[src/rtl/aidc_lite_ahb_mem_slave_if.sv]
// rtl/aidc_lite_ahb_mem_slave_if.sv - AHB2 slave bus plus SRAM port bundle
interface aidc_lite_ahb_mem_slave_if #(
  parameter int ADDR_W = 10
);
  logic              hsel_i;
  logic [31:0]       haddr_i;
  logic [1:0]        htrans_i;
  logic              hwrite_i;
  logic [2:0]        hsize_i;
  logic [2:0]        hburst_i;
  logic [31:0]       hwdata_i;
  logic              hready_i;
  logic              hready_o;
  logic [1:0]        hresp_o;
  logic [31:0]       hrdata_o;
  logic              mem_cs_o;
  logic              mem_we_o;
  logic [ADDR_W-1:0] mem_addr_o;
  logic [3:0]        mem_be_o;
  logic [31:0]       mem_wdata_o;
  logic [31:0]       mem_rdata_i;

  modport slave (
    input  hsel_i, haddr_i, htrans_i, hwrite_i, hsize_i, hburst_i, hwdata_i, hready_i,
    input  mem_rdata_i,
    output hready_o, hresp_o, hrdata_o,
    output mem_cs_o, mem_we_o, mem_addr_o, mem_be_o, mem_wdata_o
  );

  modport master (
    output hsel_i, haddr_i, htrans_i, hwrite_i, hsize_i, hburst_i, hwdata_i, hready_i,
    output mem_rdata_i,
    input  hready_o, hresp_o, hrdata_o,
    input  mem_cs_o, mem_we_o, mem_addr_o, mem_be_o, mem_wdata_o
  );
endinterface

[src/rtl/aidc_lite_ahb_mem_slave.sv]
// rtl/aidc_lite_ahb_mem_slave.sv - AHB2 slave backing bursts with a single-port 32-bit SRAM
module aidc_lite_ahb_mem_slave #(
  parameter int          ADDR_W      = 10,
  parameter logic [31:0] BASE_ADDR   = 32'h0000_0000,
  parameter int          WAIT_CYCLES = 0
) (
  input  logic clk,
  input  logic rst,
  aidc_lite_ahb_mem_slave_if.slave bus
);
  typedef enum logic [2:0] {
    S_IDLE, S_WAIT, S_RD_DEFER, S_DATA, S_ERR1, S_ERR2
  } state_t;

  localparam logic [3:0] WAIT_INIT = 4'(WAIT_CYCLES);

  state_t            state, state_nxt;
  logic [3:0]        wait_cnt, wait_cnt_nxt;
  logic              dp_write;
  logic [ADDR_W-1:0] dp_addr;
  logic [3:0]        dp_be;
  logic              rd_pend;
  logic [31:0]       rd_hold;

  logic [31:0]       offset;
  logic              range_ok, size_ok, align_ok, acc_err;
  logic              slave_rdy, accept;
  logic [ADDR_W-1:0] acc_addr;
  logic [3:0]        acc_be;
  logic              wr_strobe, rd_now, rd_defer, rd_strobe;
  logic              unused_bits;

  // Offsets below BASE_ADDR wrap to huge values and fail the range test.
  assign offset   = bus.haddr_i - BASE_ADDR;
  assign range_ok = (offset[31:ADDR_W+2] == '0);
  assign acc_addr = offset[ADDR_W+1:2];

  always_comb begin
    size_ok  = 1'b1;
    align_ok = 1'b1;
    acc_be   = 4'hF;
    case (bus.hsize_i)
      3'b000: acc_be = 4'b0001 << bus.haddr_i[1:0];
      3'b001: begin
        acc_be   = 4'b0011 << bus.haddr_i[1:0];
        align_ok = ~bus.haddr_i[0];
      end
      3'b010: align_ok = (bus.haddr_i[1:0] == 2'b00);
      default: size_ok = 1'b0;
    endcase
  end

  assign acc_err   = ~(range_ok & size_ok & align_ok);
  assign slave_rdy = (state == S_IDLE) | (state == S_DATA) | (state == S_ERR2);
  assign accept    = ~rst & slave_rdy & bus.hsel_i & bus.hready_i & bus.htrans_i[1];

  // A completing write owns the SRAM; a read accepted alongside it is pushed one cycle.
  assign wr_strobe = ~rst & (state == S_DATA) & dp_write;
  assign rd_now    = accept & ~bus.hwrite_i & ~acc_err & ~wr_strobe;
  assign rd_defer  = accept & ~bus.hwrite_i & ~acc_err & wr_strobe;
  assign rd_strobe = rd_now | (~rst & (state == S_RD_DEFER));

  always_comb begin
    state_nxt    = state;
    wait_cnt_nxt = wait_cnt;
    case (state)
      S_WAIT: begin
        wait_cnt_nxt = wait_cnt - 4'd1;
        if (wait_cnt <= 4'd1) state_nxt = S_DATA;
      end
      S_RD_DEFER: state_nxt = (wait_cnt != 4'd0) ? S_WAIT : S_DATA;
      S_ERR1:     state_nxt = S_ERR2;
      default: begin
        state_nxt = S_IDLE;
        if (accept) begin
          wait_cnt_nxt = WAIT_INIT;
          if (acc_err) begin
            state_nxt    = S_ERR1;
            wait_cnt_nxt = 4'd0;
          end else if (rd_defer) begin
            state_nxt = S_RD_DEFER;
          end else if (WAIT_INIT != 4'd0) begin
            state_nxt = S_WAIT;
          end else begin
            state_nxt = S_DATA;
          end
        end
      end
    endcase
  end

  always_ff @(posedge clk) begin
    if (rst) begin
      state    <= S_IDLE;
      wait_cnt <= 4'd0;
      dp_write <= 1'b0;
      dp_addr  <= '0;
      dp_be    <= 4'h0;
      rd_pend  <= 1'b0;
      rd_hold  <= 32'h0;
    end else begin
      state    <= state_nxt;
      wait_cnt <= wait_cnt_nxt;
      rd_pend  <= rd_strobe;
      if (rd_pend) rd_hold <= bus.mem_rdata_i;
      if (accept) begin
        dp_write <= bus.hwrite_i & ~acc_err;
        dp_addr  <= acc_addr;
        dp_be    <= acc_be;
      end
    end
  end

  logic              mem_cs, mem_we;
  logic [ADDR_W-1:0] mem_addr;
  logic [3:0]        mem_be;
  logic [31:0]       mem_wdata;

  always_comb begin
    mem_cs    = 1'b0;
    mem_we    = 1'b0;
    mem_addr  = '0;
    mem_be    = 4'h0;
    mem_wdata = 32'h0;
    if (wr_strobe) begin
      mem_cs    = 1'b1;
      mem_we    = 1'b1;
      mem_addr  = dp_addr;
      mem_be    = dp_be;
      mem_wdata = bus.hwdata_i;
    end else if (rd_now) begin
      mem_cs   = 1'b1;
      mem_addr = acc_addr;
    end else if (rd_strobe) begin
      mem_cs   = 1'b1;
      mem_addr = dp_addr;
    end
  end

  assign bus.mem_cs_o    = mem_cs;
  assign bus.mem_we_o    = mem_we;
  assign bus.mem_addr_o  = mem_addr;
  assign bus.mem_be_o    = mem_be;
  assign bus.mem_wdata_o = mem_wdata;

  assign bus.hready_o = slave_rdy;
  assign bus.hresp_o  = ((state == S_ERR1) | (state == S_ERR2)) ? 2'b01 : 2'b00;
  assign bus.hrdata_o = rd_pend ? bus.mem_rdata_i : rd_hold;

  assign unused_bits = ^{bus.hburst_i, offset[1:0]};
endmodule

[src/flat_wrapper.sv]
// flat-port wrapper written by rule: the top's interface ports become plain ports
module aidc_lite_ahb_mem_slave_flat 
#(
  parameter int          ADDR_W      = 10,
  parameter logic [31:0] BASE_ADDR   = 32'h0000_0000,
  parameter int          WAIT_CYCLES = 0
)
  (clk, rst, bus_hsel_i, bus_haddr_i, bus_htrans_i, bus_hwrite_i, bus_hsize_i, bus_hburst_i, bus_hwdata_i, bus_hready_i, bus_mem_rdata_i, bus_hready_o, bus_hresp_o, bus_hrdata_o, bus_mem_cs_o, bus_mem_we_o, bus_mem_addr_o, bus_mem_be_o, bus_mem_wdata_o);
  aidc_lite_ahb_mem_slave_if #(.ADDR_W(ADDR_W)) bus_i ();
  input  logic clk;
  input  logic rst;
  input wire logic [$bits(bus_i.hsel_i)-1:0] bus_hsel_i;
  input wire logic [$bits(bus_i.haddr_i)-1:0] bus_haddr_i;
  input wire logic [$bits(bus_i.htrans_i)-1:0] bus_htrans_i;
  input wire logic [$bits(bus_i.hwrite_i)-1:0] bus_hwrite_i;
  input wire logic [$bits(bus_i.hsize_i)-1:0] bus_hsize_i;
  input wire logic [$bits(bus_i.hburst_i)-1:0] bus_hburst_i;
  input wire logic [$bits(bus_i.hwdata_i)-1:0] bus_hwdata_i;
  input wire logic [$bits(bus_i.hready_i)-1:0] bus_hready_i;
  input wire logic [$bits(bus_i.mem_rdata_i)-1:0] bus_mem_rdata_i;
  output wire logic [$bits(bus_i.hready_o)-1:0] bus_hready_o;
  output wire logic [$bits(bus_i.hresp_o)-1:0] bus_hresp_o;
  output wire logic [$bits(bus_i.hrdata_o)-1:0] bus_hrdata_o;
  output wire logic [$bits(bus_i.mem_cs_o)-1:0] bus_mem_cs_o;
  output wire logic [$bits(bus_i.mem_we_o)-1:0] bus_mem_we_o;
  output wire logic [$bits(bus_i.mem_addr_o)-1:0] bus_mem_addr_o;
  output wire logic [$bits(bus_i.mem_be_o)-1:0] bus_mem_be_o;
  output wire logic [$bits(bus_i.mem_wdata_o)-1:0] bus_mem_wdata_o;
  assign bus_i.hsel_i = bus_hsel_i;
  assign bus_i.haddr_i = bus_haddr_i;
  assign bus_i.htrans_i = bus_htrans_i;
  assign bus_i.hwrite_i = bus_hwrite_i;
  assign bus_i.hsize_i = bus_hsize_i;
  assign bus_i.hburst_i = bus_hburst_i;
  assign bus_i.hwdata_i = bus_hwdata_i;
  assign bus_i.hready_i = bus_hready_i;
  assign bus_i.mem_rdata_i = bus_mem_rdata_i;
  assign bus_hready_o = bus_i.hready_o;
  assign bus_hresp_o = bus_i.hresp_o;
  assign bus_hrdata_o = bus_i.hrdata_o;
  assign bus_mem_cs_o = bus_i.mem_cs_o;
  assign bus_mem_we_o = bus_i.mem_we_o;
  assign bus_mem_addr_o = bus_i.mem_addr_o;
  assign bus_mem_be_o = bus_i.mem_be_o;
  assign bus_mem_wdata_o = bus_i.mem_wdata_o;
  aidc_lite_ahb_mem_slave #(.ADDR_W(ADDR_W), .BASE_ADDR(BASE_ADDR), .WAIT_CYCLES(WAIT_CYCLES)) u_core (.clk(clk), .rst(rst), .bus(bus_i));
endmodule
[config.mk]
export PLATFORM = sky130hd
export DESIGN_NAME = aidc_lite_ahb_mem_slave_flat
export DESIGN_NICKNAME = d
export VERILOG_FILES = /design/src/rtl/aidc_lite_ahb_mem_slave_if.sv /design/src/rtl/aidc_lite_ahb_mem_slave.sv /design/src/flat_wrapper.sv
export SDC_FILE = /design/constraint.sdc
export NUM_CORES = 1
export LEC_CHECK = 0
export BUFFER_PORTS_ARGS = -buffer_cell sky130_fd_sc_hd__buf_2
export CAP_MARGIN = 40
export CORE_MARGIN = 8
export CORE_UTILIZATION = 42
export CTS_CLUSTER_DIAMETER = 30
export CTS_CLUSTER_SIZE = 10
export DETAILED_ROUTE_END_ITERATION = 8
export PLACE_DENSITY = 0.8
export SETUP_SLACK_MARGIN = 0.5
export SLEW_MARGIN = 20
export SYNTH_ARGS = -nofsm -noshare
export SYNTH_HDL_FRONTEND = slang
export SYNTH_SLANG_ARGS = --single-unit
[constraint.sdc]
create_clock -name clk -period 3.4 [get_ports clk]
set_input_delay 0.68 -clock clk [delete_from_list [all_inputs] [get_ports clk]]
set_output_delay 0.68 -clock clk [all_outputs]
set_load 0.02 [all_outputs]
# ---- Yosys cells after proc, flatten, opt, wreduce, memory -nomap -nowiden
# Cells that the tools add are included.
dict set report classes {
  n_addsub 1
  shift 2
  bitwise 23
  reduce_logical 9
  n_eq_ne 8
  mux 22
  order_cmp 1
}
# operator n
set op_table {}
lappend op_table {{2-to-1 mux 32 bit} 2}
lappend op_table {{2-to-1 mux 10 bit} 3}
lappend op_table {{zero test 20 bit} 1}
lappend op_table {{one-hot mux 4 bit (2 select lines)} 2}
lappend op_table {{bitwise AND 1 bit} 14}
lappend op_table {{== test 3 x 2 -> 1 bit, second input constant} 3}
lappend op_table {{2-to-1 mux 3 bit} 3}
lappend op_table {{one-hot mux 3 bit (3 select lines)} 1}
lappend op_table {{2-to-1 mux 4 bit} 2}
lappend op_table {{2-to-1 mux 1 bit} 7}
lappend op_table {{== test 3 x 1 -> 1 bit, second input constant} 2}
lappend op_table {{== test 3 bit, second input constant} 2}
lappend op_table {{zero test 3 bit} 2}
lappend op_table {{NOT 1 bit} 5}
lappend op_table {{<= comparator 4 x 1 -> 1 bit, second input constant} 1}
lappend op_table {{OR 1 bit} 4}
lappend op_table {{nonzero test 4 bit} 1}
lappend op_table {{<< shifter 1 x 2 -> 4 bit, first input constant} 1}
lappend op_table {{<< shifter 2 x 2 -> 4 bit, first input constant} 1}
lappend op_table {{subtractor 4 x 1 -> 4 bit, second input constant} 1}
lappend op_table {{OR reduction 3 bit} 1}
lappend op_table {{zero test 2 bit} 1}
lappend op_table {{2-to-1 mux 2 bit} 1}
lappend op_table {{inequality test 2 x 1 -> 1 bit, second input constant} 1}
lappend op_table {{4 further kinds} 4}
dict set report totals {
  register_bits 55
  wordCells 73
  output_inout_bits 83
  in_bits 109
}

# ---- Logic depth before layout (Yosys ltp)
# Gate-level depths: netlist of the first run.
dict set report depth {
  depth_word 14
  mapped_depth 6
  mapped_depth_nobuf 5
}

# ---- Least setup slack after synthesis of the first run
# Ideal clock, no wire load.
dict set report synth_timing {
  path_type {input to output}
  start {in bus_haddr_i[23]}
  end {out bus_mem_addr_o[0]}
  n_path_buf 0
  required_ps 2720
  arrival_ps 2600
  stages 4
  setup_slack_ps 120
  cell_sequence {or4_4 a2111oi_4 nand4_2 o41ai_1}
}
dict set report synth_via {
  elab_chain_cells 9
}
# element line_no
set synth_lines {}
lappend synth_lines {{start, declared} flat_wrapper.sv:13} ;# input wire logic [$bits(bus_i.haddr_i)-1:0] bus_haddr_i;
lappend synth_lines {{zero test 20 bit *} aidc_lite_ahb_mem_slave.sv:35} ;# assign range_ok = (offset[31:ADDR_W+2] == '0);
lappend synth_lines {{bitwise AND 1 bit * (2 in series)} aidc_lite_ahb_mem_slave.sv:53} ;# assign acc_err = ~(range_ok & size_ok & align_ok);
lappend synth_lines {{bitwise AND 1 bit * (2 in series)} aidc_lite_ahb_mem_slave.sv:59} ;# assign rd_now = accept & ~bus.hwrite_i & ~acc_err & ~wr_strobe;
lappend synth_lines {{OR 1 bit} aidc_lite_ahb_mem_slave.sv:61} ;# assign rd_strobe = rd_now | (~rst & (state == S_RD_DEFER));
lappend synth_lines {{2-to-1 mux 10 bit} aidc_lite_ahb_mem_slave.sv:134} ;# end else if (rd_strobe) begin
lappend synth_lines {{2-to-1 mux 10 bit *} aidc_lite_ahb_mem_slave.sv:131} ;# end else if (rd_now) begin
lappend synth_lines {{2-to-1 mux 10 bit *} aidc_lite_ahb_mem_slave.sv:125} ;# if (wr_strobe) begin
lappend synth_lines {{end, declared} flat_wrapper.sv:26} ;# output wire logic [$bits(bus_i.mem_addr_o)-1:0] bus_mem_addr_o;
# Mark *: on every way between the ends. The rest lies on a longest branch, timed or not.

# ---- Final worst setup path of the first run
dict set report layout_timing {
  start {in bus_haddr_i[23]}
  end {out bus_mem_cs_o}
}
dict set report layout_via {
  elab_chain_cells 9
}
# element line_no
set layout_lines {}
lappend layout_lines {{zero test 20 bit *} aidc_lite_ahb_mem_slave.sv:35}
lappend layout_lines {{bitwise AND 1 bit * (2 in series)} aidc_lite_ahb_mem_slave.sv:53}
lappend layout_lines {{bitwise AND 1 bit * (2 in series)} aidc_lite_ahb_mem_slave.sv:59}
lappend layout_lines {{OR 1 bit} aidc_lite_ahb_mem_slave.sv:61}
lappend layout_lines {{2-to-1 mux 1 bit} aidc_lite_ahb_mem_slave.sv:134}
lappend layout_lines {{2-to-1 mux 1 bit *} aidc_lite_ahb_mem_slave.sv:131}
lappend layout_lines {{2-to-1 mux 1 bit *} aidc_lite_ahb_mem_slave.sv:125}
lappend layout_lines {{end, declared} flat_wrapper.sv:24} ;# output wire logic [$bits(bus_i.mem_cs_o)-1:0] bus_mem_cs_o;
# Marked as above.

==> results.cfg, run 1 <==
[timing]
layout_min_cycle_time_ps = 3120
grt_setup_unrepaired = yes
fin_skew_ps = 5.76
setup_ws_ps = 276
hold_viol = 0
period_share = 0.919
hold_ws_ps = 486
slew_violations = 0
fmax_ghz = 0.320
setup_violations = 0
tightest_slew_ps = 578
relSlewSlack = 0.613
finalSetupTns_ps = 0

[worst_setup_path]
critPathLaunchType = input port
crit-reg2reg-launch = u_core.state[0]
path_class = in2out
crit_path_max_fanout = 12
crit_path_end_kind = primary output
regToRegSetupSlack_ps = 1400
cp_data_arrival_time_ps = 2440
r2r_cells = 7
cp.required_ps = 2720
regToRegEndpoint = u_core.state[0]

[routing]
drtPass1Iterations = 4
drt-total-wl_mm = 9.31
ant_nets = 0
drc_errors = 0
vias = 2984
drt_iter0_drc = 88
vias_per_cell = 5.02
post_drt_wl_per_cell_um = 15.7

[layout]
syn2layout_area_growth_pct = 43.5
drive_gt1_frac = 0.518
fillers = 618
diodes = 0
nets = 608

[place]
dp_hpwl_mm = 7.43
globalplace.congestion = 0.862
dpl_worst_slack_ps = 248
port_buffers = 186

[synthesis]
yosysTopAreaCell = dfxtp_1
synthTopCellsByCount = and2_1, dfxtp_1, mux2_2
synth_cell_types = 42
synthFlopType = dfxtp_1
syn_area_mm2 = 0.00293
synth-seq-cells = 55
synthCells = 317
syn_area_per_cell_um2 = 9.26
ys_async_sr_fraction = 0
syn_nets = 428
netlist.area_leader.share = 0.375
synthTopCellsByArea = dfxtp_1, and2_1, mux2_2
synth_edf_count = 0
synth.most_common_cell = and2_1
ys_warn_count = 0
ys_seq_area_frac = 0.375

[clocking]
cts_tree = yes
clock_latency_ps = 300
hold_buffers = 0
clock_sinks = 55
cts-htree-levels = 2
clkTransAtPathRegs_ps = 90
root_buffer = clkbuf_8
clockBufferDepth = 2
numCtsBuffers = 5

[worst_hold_path]
worstHoldEndpoint = u_core.dp_addr[1]
hold_depth = 2
hold_start = u_core.dp_addr[1]
hp-class = reg2reg

[global_route]
antenna_found_initial = 0
grt_pass1_vias = 3189
grt_pass1_wl_mm = 14.9
grt_max_degree = 35
grt_usage = 0.182
overflow = 0

[floorplanning]
die_h_um = 99.6
die_area_mm2 = 0.00992
io_pins = 192
fp.coreArea_mm2 = 0.00679
initial_core_util = 0.432
die_w_um = 99.6
row_count = 30

[power]
peakVddDrop_uv = 424
power_density_mw_per_mm2 = 469
leakagePower_nw = 2.11

[flow_run]
max_cap_viol_count = 0

[status]
status = complete, no violations
-- stage by stage --
| step | std cells | area (um^2) | utilization | total power, mW |
|---|---|---|---|---|
| floorplan | 317 | 3060 | - | 1.36 |
| global placement | 585 | 4090 | 0.602 | 1.62 |
| detailed placement | 585 | 4090 | 0.602 | 1.65 |
| CTS | 594 | 4210 | 0.620 | 2.00 |
| global route | 594 | 4210 | 0.620 | 2.11 |
| finish | 594 | 4210 | 0.620 | 1.97 |
-- layout make-up --
type                    instances  area (um^2)  area share
clock buffers                   5         68.8      0.0163
inverters                       7         26.3     0.00624
well taps                      96          120      0.0285
clock inverters                 3         15.0     0.00357
multi-input cells             231         1820       0.433
repair buffers                197         1050       0.250
flip-flops and latches         55         1100       0.262
-- critical path, cell delays in order --
cell and delay, ps:
buf_2 100, or4_4 540, a2111oi_4 240, nand4_2 170, buf_12 190, o41ai_4 330
buf_4 190
-- metal layers --
| layer | global-route usage | part of all wire | vias up |
|---|---|---|---|
| met3 | 0.0740 | 0.091 | 6 |
| met2 | 0.335 | 0.52 | 135 |
| met5 | 0 | 0 | - |
| met1 | 0.187 | 0.38 | 1378 |
| met4 | 0.0407 | 0.0081 | 0 |
| li1 | - | - | 1465 |
-- worst max-delay path by stage --
stage,from,end,slack (ps),cells after the start
detailed placement,bus_haddr_i[23],bus_mem_cs_o,250,7
global placement,bus_haddr_i[23],bus_mem_cs_o,240,7
CTS,bus_haddr_i[23],bus_mem_cs_o,270,7
finish,bus_haddr_i[23],bus_mem_cs_o,280,7
global route,bus_haddr_i[23],bus_mem_addr_o[9],230,7
floorplan,bus_haddr_i[23],bus_mem_cs_o,380,5
-- kinds of logic after synthesis --
| logic type | count (synthesis) | synth area share |
|---|---|---|
| multiplexers | 34 | 0.130 |
| AO/OA/AOI/OAI | 58 | 0.163 |
| other | 1 | 0.00128 |
| XOR/XNOR | 3 | 0.00896 |
| flip-flops | 55 | 0.375 |
| buffers and inverters | 31 | 0.0439 |
| AND/OR/NAND/NOR | 133 | 0.268 |
| adder cells (fa/ha/maj) | 2 | 0.00853 |
-- registers in the layout (all words and copies together), names as in the netlist --
signal and flops:
u_core.dp_addr 10, u_core.wait_cnt 4, u_core.dp_write 1, u_core.rd_pend 1
u_core.state 3, u_core.rd_hold 32, u_core.dp_be 4
-- placed cells by master (no fill, tap or decap), types with 2 or more instances in the layout --
master and n:
o21ai_0 13, a311oi_1 3, nand2_1 15, buf_2 175
nor4_1 4, nor2b_1 2, clkbuf_8 5, a21oi_1 18
nor3b_1 2, nand4_1 2, dfxtp_1 55, o211ai_1 4
mux2_2 34, xor2_1 2, nor3_1 4, o41ai_2 3
ha_1 2, buf_4 21, and4_1 2, nor2_1 4
clkinv_2 3, inv_1 6, nand3_1 11, o41ai_4 9
nand2b_1 13, and2_1 68
-- what timing repair did --
action                                  4_1_cts  5_1_grt
pin swaps                                     0        1
buffers inserted                              1        0
resized for setup                            11        0
endpoints found under the setup margin       11       11
-- power by group --
part / internal [mW] / total [mW] / switching (mW)
combinational: 0.340 / 0.847 / 0.508
clock: 0.141 / 0.340 / 0.199
sequential: 0.727 / 0.786 / 0.0588
total: 1.21 / 1.97 / 0.765
Power figures use the tool's default switching activity.
==> inputs of run 2 (changes only) <==
--- a/config.mk
+++ b/config.mk
@@ -8,11 +8,12 @@
 export BUFFER_PORTS_ARGS = -buffer_cell sky130_fd_sc_hd__buf_2
 export CAP_MARGIN = 40
 export CORE_MARGIN = 8
-export CORE_UTILIZATION = 42
+export CORE_UTILIZATION = 44
+export CTS_BUF_LIST = sky130_fd_sc_hd__clkbuf_4
 export CTS_CLUSTER_DIAMETER = 30
 export CTS_CLUSTER_SIZE = 10
 export DETAILED_ROUTE_END_ITERATION = 8
-export PLACE_DENSITY = 0.8
+export PLACE_DENSITY = 0.83
 export SETUP_SLACK_MARGIN = 0.5
 export SLEW_MARGIN = 20
 export SYNTH_ARGS = -nofsm -noshare
==> run 2 against run 1 <==
  * Fmax is 0.16% lower
  * Global-route usage is 0.71 points higher
  * Routed wire length is 2.9% higher
  * Clock skew is 8.8 ps higher
  * Worst hold slack better by 7.4 ps
  * Highest routed layer unchanged
  * Largest power group unchanged
  * Cell count is 2.5% lower
  * Clock-buffer cell count stayed put
==> results.cfg, run 2 (synthesis results as in run 1) <==
[timing]
finalSetupTns_ps = 0
period_share = 0.920
relSlewSlack = 0.647
fmax_ghz = 0.320
hold_viol = 0
setup_violations = 0
layout_min_cycle_time_ps = 3130
grt_setup_unrepaired = yes
tightest_slew_ps = 527
slew_violations = 0
fin_skew_ps = 14.5
hold_ws_ps = 493

[global_route]
grt_pass1_wl_mm = 15.1
grt_pass1_vias = 3126
grt_usage = 0.189
overflow = 0
antenna_found_initial = 0
grt_max_degree = 35

[clocking]
numCtsBuffers = 5
clock_latency_ps = 370
clkTransAtPathRegs_ps = 160
clock_sinks = 55
cts_tree = yes
cts-htree-levels = 2
hold_buffers = 0
root_buffer = clkbuf_4
clockBufferDepth = 2

[layout]
top_register = u_core.rd_hold
most-common-layout-cells = buf_2, and2_1, dfxtp_1, mux2_2, buf_4
layout_commonest_cell = buf_2
fillers = 513
top_regs = u_core.rd_hold (32), u_core.dp_addr (10)
syn2layout_area_growth_pct = 44.5
drive_gt1_frac = 0.524
final_area_mm2 = 0.00424
final_core_util = 0.664
diodes = 0
largest_reg_flops = 32
nets = 612

[worst_setup_path]
critPathLaunchType = input port
cp.required_ps = 2720
critPathMaxStageDelay_ps = 540
crit_family = simple AND/OR/NAND/NOR gates
crit_path_max_fanout = 12
cp_slowest_cell = or4_4
critPathBufInv = 3
worstPathCellList = buf_2, or4_4, a2111oi_4, nand4_2, buf_12, o41ai_4, buf_4
crit_path_end_kind = primary output
path_class = in2out
cp_data_arrival_time_ps = 2450

[routing]
drtPass1Iterations = 5
ant_nets = 0
vias_per_cell = 5.17
drt_iter0_drc = 100
drt-total-wl_mm = 9.58
drc_errors = 0
vias = 2991
post_drt_wl_per_cell_um = 16.5

[flow_run]
max_cap_viol_count = 0

[place]
globalplace.congestion = 0.875
dp_hpwl_mm = 7.72
placed_area_mm2 = 0.00411
port_buffers = 186

[floorplanning]
die_w_um = 97.7
row_count = 29
die_area_mm2 = 0.00954
io_pins = 192
die_h_um = 97.7
fp.coreArea_mm2 = 0.00639
initial_core_util = 0.459

[power]
peakVddDrop_uv = 322
leakagePower_nw = 2.12
p_total_mw = 1.93
power_density_mw_per_mm2 = 454

[status]
status = complete, no violations

[worst_hold_path]
hp-class = reg2reg
[run 2: changes by cell type in the layout (fill, tap and decap cells not counted), sizes merged]
| cell | before | now |
|---|---|---|
| buf | 197 | 201 |
| clkinvlp | 0 | 1 |
| clkinv | 3 | 2 |
[run 2: final cells by class]
| type | count | area (um^2) | share of cell area |
|---|---|---|---|
| repair buffers | 201 | 1120 | 0.264 |
| flip-flops and latches | 55 | 1100 | 0.260 |
| multi-input cells | 231 | 1830 | 0.432 |
| clock inverters | 3 | 25.0 | 0.00590 |
| clock buffers | 5 | 37.5 | 0.00885 |
| well taps | 77 | 96.3 | 0.0227 |
| inverters | 7 | 26.3 | 0.00620 |
[run 2: worst register-to-register path, delay by kind of cell, from the launching register on]
family | cells | cell delay (ps)
buffers and inverters | 2 | 300
xor gates and xnor gates | 1 | 120
and+or+nand+nor | 1 | 120
AOI/OAI and AO/OA | 1 | 340
DFF | 1 | 490
muxes | 1 | 410
[run 2: repair_timing]
item / in CTS / in global routing
endpoints found under the setup margin: 11 / 43
setup buffers: 1 / 2
resized for setup: 10 / 3
[run 2: through the flow]
stage / instances / setup WS [ps]
6_report: 579 / 271
5_1_grt: 579 / 206
4_1_cts: 577 / 256
3_5_place_dp: 568 / 228
3_3_place_gp: 568 / 232
2_1_floorplan: 317 / 384
[run 2: path summary, 6_finish.rpt]
check                                        from           endpoint  slack (ps)  depth (start not counted)
worst max-delay path              bus_haddr_i[23]       bus_mem_cs_o         270                          7
worst min-delay path            u_core.dp_addr[0]  u_core.dp_addr[0]         490                          2
worst max register to register    u_core.state[1]    u_core.state[0]        1520                          6
worst min register to register  u_core.dp_addr[0]  u_core.dp_addr[0]         490                          2
[run 2: power breakdown]
group	leakage (nW)	internal, mW	switching, mW
logic	1.64	0.339	0.507
clock network	0.0314	0.0836	0.210
registers	0.445	0.728	0.0584
[run 2: metal layers]
| layer | GRT usage | up-vias | part of all wire |
|---|---|---|---|
| met5 | 0 | - | 0 |
| met1 | 0.192 | 1361 | 0.38 |
| met3 | 0.0718 | 10 | 0.094 |
| met4 | 0.0606 | 0 | 0.013 |
| met2 | 0.346 | 151 | 0.51 |
| li1 | - | 1469 | - |
